==> src/rtl/iterative_divider.sv <==
// Radix-2 restoring divider for MIPS-style DIV/DIVU.
// A start is accepted in IDLE or DONE. The divider iterates for WIDTH cycles
// in BUSY, then pulses o_done for one cycle. The quotient and remainder stay
// held in output registers until the next division completes.
module iterative_divider #(
    parameter int WIDTH = 32
) (
    input  logic             clk,
    input  logic             reset,
    input  logic             i_start,
    input  logic             i_signed,
    input  logic             i_flush,
    input  logic [WIDTH-1:0] i_dividend,
    input  logic [WIDTH-1:0] i_divisor,
    output logic             o_busy,
    output logic             o_done,
    output logic [WIDTH-1:0] o_quotient,
    output logic [WIDTH-1:0] o_remainder,
    output logic             o_div_by_zero
);

    localparam int CW = $clog2(WIDTH) + 1;

    typedef enum logic [1:0] {IDLE, BUSY, DONE} state_t;

    state_t           state_q;
    logic [CW-1:0]    cnt_q;
    logic             signed_q;
    logic             dvd_sign_q;
    logic             dsr_sign_q;
    logic             dbz_q;
    logic [WIDTH-1:0] rem_q;      // partial remainder
    logic [WIDTH-1:0] quo_q;      // dividend bits shift out, quotient bits shift in
    logic [WIDTH-1:0] dsr_q;      // divisor magnitude

    logic             busy_q;
    logic             done_q;
    logic [WIDTH-1:0] quotient_q;
    logic [WIDTH-1:0] remainder_q;
    logic             div_by_zero_q;

    // Operand magnitudes at capture time
    logic [WIDTH-1:0] dvd_mag;
    logic [WIDTH-1:0] dsr_mag;

    // One restoring step, plus the sign-corrected final values
    logic [WIDTH:0]   shifted_rem;
    logic [WIDTH:0]   trial;
    logic             step_ok;
    logic [WIDTH-1:0] rem_d;
    logic [WIDTH-1:0] quo_d;
    logic [WIDTH-1:0] quotient_d;
    logic [WIDTH-1:0] remainder_d;

    // Absolute values of the incoming operands when signed, raw values otherwise
    always_comb begin
        dvd_mag = i_dividend;
        dsr_mag = i_divisor;
        if (i_signed && i_dividend[WIDTH-1]) dvd_mag = -i_dividend;
        if (i_signed && i_divisor[WIDTH-1])  dsr_mag = -i_divisor;
    end

    // Shift, trial-subtract with one extra bit, then keep the difference or restore
    always_comb begin
        shifted_rem = {rem_q, quo_q[WIDTH-1]};
        trial       = shifted_rem - {1'b0, dsr_q};
        step_ok     = ~trial[WIDTH];
        rem_d       = step_ok ? trial[WIDTH-1:0] : shifted_rem[WIDTH-1:0];
        quo_d       = {quo_q[WIDTH-2:0], step_ok};

        // Truncation toward zero: the quotient is negative when the signs differ,
        // and the remainder takes the dividend's sign. A zero divisor makes every
        // trial succeed, so the remainder ends up as the dividend magnitude, and
        // the sign fix-up turns it back into the original dividend.
        quotient_d  = quo_d;
        remainder_d = rem_d;
        if (signed_q && (dvd_sign_q ^ dsr_sign_q)) quotient_d  = -quo_d;
        if (signed_q && dvd_sign_q)                remainder_d = -rem_d;
        if (dbz_q)                                 quotient_d  = '1;
    end

    // Control FSM, iteration datapath and registered outputs
    always_ff @(posedge clk) begin
        // NOTE: all state here uses non-blocking assignments, so every
        // right-hand side sees the pre-edge value, whatever the statement order.
        if (reset) begin
            state_q       <= IDLE;
            cnt_q         <= '0;
            signed_q      <= 1'b0;
            dvd_sign_q    <= 1'b0;
            dsr_sign_q    <= 1'b0;
            dbz_q         <= 1'b0;
            rem_q         <= '0;
            quo_q         <= '0;
            dsr_q         <= '0;
            busy_q        <= 1'b0;
            done_q        <= 1'b0;
            quotient_q    <= '0;
            remainder_q   <= '0;
            div_by_zero_q <= 1'b0;
        end else begin
            done_q <= 1'b0;
            if (i_flush) begin
                // Abort: the result registers keep the last completed division
                state_q <= IDLE;
                busy_q  <= 1'b0;
                cnt_q   <= '0;
            end else begin
                case (state_q)
                    IDLE, DONE: begin
                        if (i_start) begin
                            state_q    <= BUSY;
                            busy_q     <= 1'b1;
                            cnt_q      <= CW'(WIDTH);
                            signed_q   <= i_signed;
                            dvd_sign_q <= i_dividend[WIDTH-1];
                            dsr_sign_q <= i_divisor[WIDTH-1];
                            dbz_q      <= (i_divisor == '0);
                            rem_q      <= '0;
                            quo_q      <= dvd_mag;
                            dsr_q      <= dsr_mag;
                        end else begin
                            state_q <= IDLE;
                        end
                    end
                    BUSY: begin
                        rem_q <= rem_d;
                        quo_q <= quo_d;
                        cnt_q <= cnt_q - 1'b1;
                        if (cnt_q == CW'(1)) begin
                            state_q       <= DONE;
                            busy_q        <= 1'b0;
                            done_q        <= 1'b1;
                            quotient_q    <= quotient_d;
                            remainder_q   <= remainder_d;
                            div_by_zero_q <= dbz_q;
                        end
                    end
                    default: begin
                        state_q <= IDLE;
                        busy_q  <= 1'b0;
                    end
                endcase
            end
        end
    end

    assign o_busy        = busy_q;
    assign o_done        = done_q;
    assign o_quotient    = quotient_q;
    assign o_remainder   = remainder_q;
    assign o_div_by_zero = div_by_zero_q;

endmodule

==> config.mk <==
export PLATFORM = sky130hd
export DESIGN_NAME = iterative_divider
export DESIGN_NICKNAME = d
export VERILOG_FILES = /design/src/rtl/iterative_divider.sv
export SDC_FILE = /design/constraint.sdc
export NUM_CORES = 1
export LEC_CHECK = 0
export ABC_AREA = 1
export CORE_ASPECT_RATIO = 1.1
export CORE_MARGIN = 8
export CORE_UTILIZATION = 63
export DETAILED_ROUTE_END_ITERATION = 6
export GPL_TIMING_DRIVEN = 0
export PLACE_DENSITY = 0.94
export SYNTH_ARGS = -nofsm -noshare
export SYNTH_HDL_FRONTEND = slang
export SYNTH_SLANG_ARGS = --single-unit
export TNS_END_PERCENT = 10
==> constraint.sdc <==
create_clock -name clk -period 8.8 [get_ports clk]
set_input_delay 0.88 -clock clk [delete_from_list [all_inputs] [get_ports clk]]
set_output_delay 0.88 -clock clk [all_outputs]
set_load 0.02 [all_outputs]
==> results of run 1 <==
metal layers:
layer,vias up,track usage
li1,7049,-
met1,6667,0.389
met2,800,0.628
met3,223,0.0691
met4,0,0.254
met5,-,0
cell families after synthesis:
kind of cell / Yosys count
AND/OR/NAND/NOR: 1029
flip-flops: 175
buffers and inverters: 367
XOR/XNOR: 71
AO/OA/AOI/OAI: 406
adder cells (fa/ha/maj): 39
state kept, by name (all words and copies together) (netlist names):
signal,flops
cnt_q,6
dbz_q,1
dsr_q,32
dsr_sign_q,1
dvd_sign_q,1
o_busy,1
o_div_by_zero,1
o_done,1
o_quotient,32
o_remainder,32
quo_q,32
rem_q,32
signed_q,1
state_q,2
how the worst min path moves through the flow:
stage / to / slack, ps / start / depth (start not counted)
finish: o_busy / 460 / state_q[0] / 1
global route: o_busy / 490 / state_q[0] / 1
CTS: o_busy / 460 / state_q[0] / 1
detailed placement: o_busy / 450 / state_q[0] / 1
global placement: o_busy / 430 / state_q[0] / 1
floorplan: o_busy / 420 / state_q[0] / 1
worst reg2reg max path: cells and delay by family (launching register included):
kind                       cells  cell delay (ps)
and+or+nand+nor               15             2070
AOI/OAI and AO/OA              5             1130
adders and majority gates      3              850
buffers and inverters          5              570
DFF                            1              390
synth_stat cells, types with 6 or more instances:
master	n
sky130_fd_sc_hd__a21oi_1	188
sky130_fd_sc_hd__a31oi_1	7
sky130_fd_sc_hd__buf_1	7
sky130_fd_sc_hd__buf_6	7
sky130_fd_sc_hd__clkbuf_1	53
sky130_fd_sc_hd__dfxtp_1	175
sky130_fd_sc_hd__ha_1	38
sky130_fd_sc_hd__inv_1	283
sky130_fd_sc_hd__inv_2	8
sky130_fd_sc_hd__nand2_1	623
sky130_fd_sc_hd__nand2_2	22
sky130_fd_sc_hd__nand3_1	88
sky130_fd_sc_hd__nand3b_1	6
sky130_fd_sc_hd__nand4_1	22
sky130_fd_sc_hd__nor2_1	203
sky130_fd_sc_hd__nor2_2	11
sky130_fd_sc_hd__nor3_1	23
sky130_fd_sc_hd__nor4_1	10
sky130_fd_sc_hd__o211ai_1	33
sky130_fd_sc_hd__o21ai_0	99
sky130_fd_sc_hd__o21ai_1	15
sky130_fd_sc_hd__o21ai_2	6
sky130_fd_sc_hd__o21bai_1	7
sky130_fd_sc_hd__o221ai_1	21
sky130_fd_sc_hd__xnor2_1	29
sky130_fd_sc_hd__xor2_1	42
metrics by stage:
step,power [mW],util
detailed placement,1.34,0.726
floorplan,1.18,-
global placement,1.33,0.726
global route,2.19,0.756
finish,2.11,0.756
CTS,2.08,0.756
power breakdown:
group	total (mW)	switching (mW)	internal, mW
sequential	0.838	0.0234	0.815
combinational	0.504	0.334	0.170
clock	0.765	0.380	0.385
cell type report:
cell class / count / area, sq um
Clock buffer: 18 / 439
Tap cell: 252 / 315
Multi-Input combinational cell: 1545 / 7770
Clock inverter: 14 / 145
Fill cell: 1634 / 4830
Buffer: 72 / 329
Sequential cell: 175 / 3500
Timing Repair Buffer: 135 / 1350
Inverter: 295 / 1110
==> flow_metrics.tcl, run 1 <==
set metrics [dict create \
    result_of_the_run "finished, violations left" \
    violated_checks "design-rule violations" \
    synth_compound_area_frac 0.185 \
    worstReg2RegStart "quo_q[31]" \
    postSynthAreaPerCell_sq_um 6.09 \
    final_antenna_net_count 0 \
    hold_path.class "flop to flop" \
    setup.worst_path.end_class "flop" \
    detailroute.via_count 14739 \
    worst_setup_hold_path_clk_slew_ps 80 \
    grt.overflow.total 0 \
    i_o_pin_cnt 136 \
    yosys.area.top_type "sky130_fd_sc_hd__dfxtp_1" \
    detail_route.vias_per_cell 5.88 \
    finish.net_count 2349 \
    count_of_mapped_cells_out_of_synthesis 2087 \
    hold_viol 0 \
    cp.depth 28 \
    synth-simple-area-share 0.338 \
    r2r_end "o_quotient[28]" \
    cp.required_ps 9140 \
    globalplace.congestion 1.02 \
    adder_and_majority_gate_portion_of_the_synthesized_area 0.0390 \
    max_cap_violations 0 \
    core.rowCount 54 \
    finish.cell_count_without_fillers 2506 \
    fin_crit_sh 0.580 \
    grt_first_pass_wirelength_um 71100 \
    critical_path.max_fanout 10 \
    count_of_cells_along_the_worst_register_to_register_path 28 \
    cts_sinks 175 \
    portBuffers 135 \
    cts_tree "built" \
    tns_ps 0 \
    vdd_ir_drop_max_v 0.000162 \
    synthDistinctLibCells 53 \
    start_util 0.642 \
    grt_setup_unrepaired "false" \
    synth_sequential_area_ratio 0.276 \
    critical_path.top_delay_family "simple AND/OR/NAND/NOR gates" \
    yosysWarnings 0 \
    dpl_cell_area_sq_um 14400 \
    dominant_combinational_cell_family_by_area_after_synthesis "simple AND/OR/NAND/NOR gates" \
    floorplan.core_area_sq_um 19800 \
    slew_viol_final 0 \
    worstPathArrival_ps 5440 \
    worstPathBufferInverterCount 5 \
    numPlacedInstances 2474 \
    routed-wl-met3_um 3900 \
    grt_antenna_before_repair 0 \
    die_area_sq_um 25000 \
    clockBufferDepth 2 \
    critical_path.most_common_cell "sky130_fd_sc_hd__nand2_2" \
    synthToLayoutAreaGrowth_pct 17.8 \
    layout.cell_area.non_filler_sq_um 15000 \
    criticalPathCategory "flop to flop" \
    power_leakage_nw 7.27 \
    die_w_um 151 \
    tritoncts.num_buffers 17 \
    worstSetupStartpointType "flop" \
    layout-drive-gt1-share 0.0510 \
    wirelength_um 44800 \
    mostFrequentLayoutCells "sky130_fd_sc_hd__nand2_1 (623), sky130_fd_sc_hd__inv_1 (283), sky130_fd_sc_hd__nor2_1 (203)" \
    highest_layer "met4" \
    power-per-cell-area_nw_per_um2 141 \
    cts_max_level 4 \
    grt_max_degree 19 \
    timing.fmax_ghz 0.196 \
    postCtsHoldBufs 0 \
    critical_path.slowest_cell "sky130_fd_sc_hd__o41ai_1" \
    post_synth_mux_area_share 0 \
    mostFrequentLayoutCell "sky130_fd_sc_hd__nand2_1" \
    post_cts_resize_count 0 \
    fin_skew_ps 14.4 \
    cts.root.buffer_cell "sky130_fd_sc_hd__clkbuf_16" \
    worst_slew_pin_slew_ps 856 \
    detail_route.first_pass.iterations 7 \
    slowest_delay_ps 470 \
    dpl_worst_slack_ps 3950 \
    setup_buffers_after_cts 0 \
    grt.total_usage 0.362 \
    insertedDiodeCount 0 \
    drtIter0Drc 1575 \
    synth-xor-area-share 0.0489 \
    synth_nets 2195 \
    post_drt_wl_per_cell_um 17.9 \
    critPathLaunch "quo_q[31]" \
    synth_area_sq_um 12700 \
    synth_edf_count 0 \
    layout_setup_ws_ps 3700 \
    worst_hold_slack_ps 461 \
    drc 1 \
    async_flop_share 0 \
    rel_slew_slack 0.425 \
    synth.top_cells.by_area "sky130_fd_sc_hd__dfxtp_1 (28%), sky130_fd_sc_hd__nand2_1 (18%), sky130_fd_sc_hd__inv_1 (8.4%)" \
    clock_insertion_delay_at_the_later_pin_of_the_skew_report_ps 450 \
    synthDominantCellAreaShare 0.276 \
    routedLengthMet1_um 16100 \
    die_y_um 165 \
    crit_path_end "o_quotient[28]" \
    synth.ff_latch_count 175 \
    grt_pass1_vias 14364 \
    met2WireLength_um 21700 \
    reg2reg_setup_slack_ps 3700 \
    finalWorstPathRequiredPeriod_ps 5100 \
    detailed_place_hpwl_um 35000 \
    dominantRegCellSynth "sky130_fd_sc_hd__dfxtp_1" \
    finalSetupViolations 0 \
]
No activity file was read; power rests on OpenSTA's default activity.
==> run 2: changes to the inputs <==
Settings changed: CORE_UTILIZATION 63 to 53, PLACE_DENSITY 0.94 to 0.84.
Clock period 8.8 ns to 4.4 ns, I/O delays scaled along.
==> run 2 against run 1 <==
  * The flow now finishes without violations
  * Sequential share of layout area decreased by 0.34 points
  * Highest routed layer is now met5
  * First-iteration DRC count decreased by 9.4%
  * Cell area rose by 1.5%
  * Sequential power rose by 100%
  * Maximum frequency rose by 19%
  * Clock skew is 7.1 ps lower
  * Non-clock buffer count up 9
  * Worst setup slack lost 3600 ps
  * Core utilization is 11 points lower
  * Flip-flop and latch count did not move
==> flow_metrics.tcl, run 2 (same netlist as run 1, synthesis figures left out) <==
set metrics [dict create \
    grt_max_degree 19 \
    globalRouteMet1Util 0.331 \
    grt_antenna_before_repair 1 \
    grt.overflow.total 0 \
    worstReg2RegStart "quo_q[31]" \
    post_drt_wl_per_cell_um 17.3 \
    insertedDiodeCount 0 \
    cts_tree "built" \
    worst_setup_hold_path_clk_slew_ps 70 \
    drc 0 \
    clock_insertion_delay_at_the_later_pin_of_the_skew_report_ps 450 \
    cts_sinks 175 \
    start_util 0.538 \
    postCtsHoldBufs 0 \
    detailed_place_hpwl_um 35000 \
    drtIter0Drc 1427 \
    rel_slew_slack 0.323 \
    tns_ps 0 \
    hold_path.class "flop to flop" \
    critical_path.slowest_cell "sky130_fd_sc_hd__fa_2" \
    crit_path_end "o_quotient[28]" \
    tritoncts.num_buffers 17 \
    criticalPathCategory "flop to flop" \
    dpl_cell_area_sq_um 14400 \
    portBuffers 135 \
    slowest_delay_ps 410 \
    critical_path.most_common_cell "sky130_fd_sc_hd__nand2_4" \
    die_w_um 164 \
    die_y_um 178 \
    vdd_ir_drop_max_v 0.000263 \
    finalSetupViolations 0 \
    numPlacedInstances 2527 \
    floorplan.core_area_sq_um 23600 \
    wirelength_um 44400 \
    cts.root.buffer_cell "sky130_fd_sc_hd__clkbuf_16" \
    slew_viol_final 0 \
    hold_viol 0 \
    finalWorstPathRequiredPeriod_ps 4270 \
    power-per-cell-area_nw_per_um2 283 \
    worstSetupStartpointType "flop" \
    grt.total_usage 0.301 \
    mostFrequentLayoutCells "sky130_fd_sc_hd__nand2_1 (622), sky130_fd_sc_hd__inv_1 (283), sky130_fd_sc_hd__nor2_1 (201)" \
    worst_slew_pin_slew_ps 1010 \
    timing.fmax_ghz 0.234 \
    result_of_the_run "finished clean" \
    fin_crit_sh 0.972 \
    mostFrequentLayoutCell "sky130_fd_sc_hd__nand2_1" \
    busiest_layer "met2" \
    fin_skew_ps 7.24 \
    grt_util_met2 0.523 \
    die_area_sq_um 29200 \
    detail_route.first_pass.iterations 6 \
    setup.worst_path.end_class "flop" \
    finish.net_count 2358 \
    cp.required_ps 4750 \
    finish.cell_count_without_fillers 2567 \
    grt.met3_usage 0.0616 \
    layout-drive-gt1-share 0.0592 \
    r2r_end "o_quotient[28]" \
    cts_max_level 4 \
    final_antenna_net_count 0 \
    synthToLayoutAreaGrowth_pct 19.5 \
    grt_first_pass_wirelength_um 69900 \
    count_of_cells_along_the_worst_register_to_register_path 27 \
    detailroute.via_count 14621 \
    detail_route.vias_per_cell 5.70 \
    power_leakage_nw 7.34 \
    worstPathArrival_ps 4620 \
    i_o_pin_cnt 136 \
    max_cap_violations 0 \
    worst_hold_slack_ps 451 \
    globalplace.congestion 1.00 \
    clockBufferDepth 2 \
    reg2reg_setup_slack_ps 130 \
    core.rowCount 59 \
    layout.cell_area.non_filler_sq_um 15200 \
    grt_pass1_vias 13984 \
    critical_path.max_fanout 4 \
    critPathLaunch "quo_q[31]" \
]
run 2: worst max-delay path: cells and delay by family, from the launching register on:
family          cells  cell delay, ps
buf+inv             4             330
compound gates      5             920
flops               1             360
fa+ha+maj           3             810
simple gates       15            1720
run 2: final cells by class:
class                   count  area (sq um)
multi-input cells        1545          7840
well taps                 305           382
repair buffers            145          1430
plain buffers              71           327
inverters                 295          1110
clock buffers              17           425
clock inverters            14           176
fillers                  2189          8430
flip-flops and latches    175          3500
run 2: through the flow:
| stage | total power [mW] | setup WS, ps | utilization |
|---|---|---|---|
| floorplan | 2.37 | 508 | - |
| global placement | 2.65 | -278 | 0.611 |
| detailed placement | 2.68 | -417 | 0.611 |
| CTS | 4.24 | 59.0 | 0.639 |
| global route | 4.48 | -93.1 | 0.643 |
| finish | 4.31 | 125 | 0.643 |
run 2: where the power goes:
| part | internal, mW | total, mW | switching (mW) | leakage [nW] |
|---|---|---|---|---|
| clock network | 0.857 | 1.59 | 0.734 | 0.291 |
| registers | 1.63 | 1.68 | 0.0460 | 1.42 |
| logic | 0.363 | 1.04 | 0.676 | 5.62 |
| total | 2.85 | 4.31 | 1.46 | 7.34 |
run 2: per-layer routing:
metal	up-vias	share of wire
met5	-	0.00029
met4	2	0.060
met3	193	0.084
met2	738	0.49
met1	6619	0.37
li1	7069	-
run 2: worst min path at each step:
stage	endpoint	startpoint	cells past startpoint
final	o_busy	state_q[0]	1
after global routing	o_busy	state_q[0]	1
after CTS	o_busy	state_q[0]	1
after detailed placement	o_busy	state_q[0]	1
after global placement	o_busy	state_q[0]	1
after floorplan	o_busy	state_q[0]	1
run 2: what timing repair did:
action,CTS,global route
buffers inserted,4,6
gates resized for setup,9,12
setup endpoints to repair,5,6
pin swaps,6,8
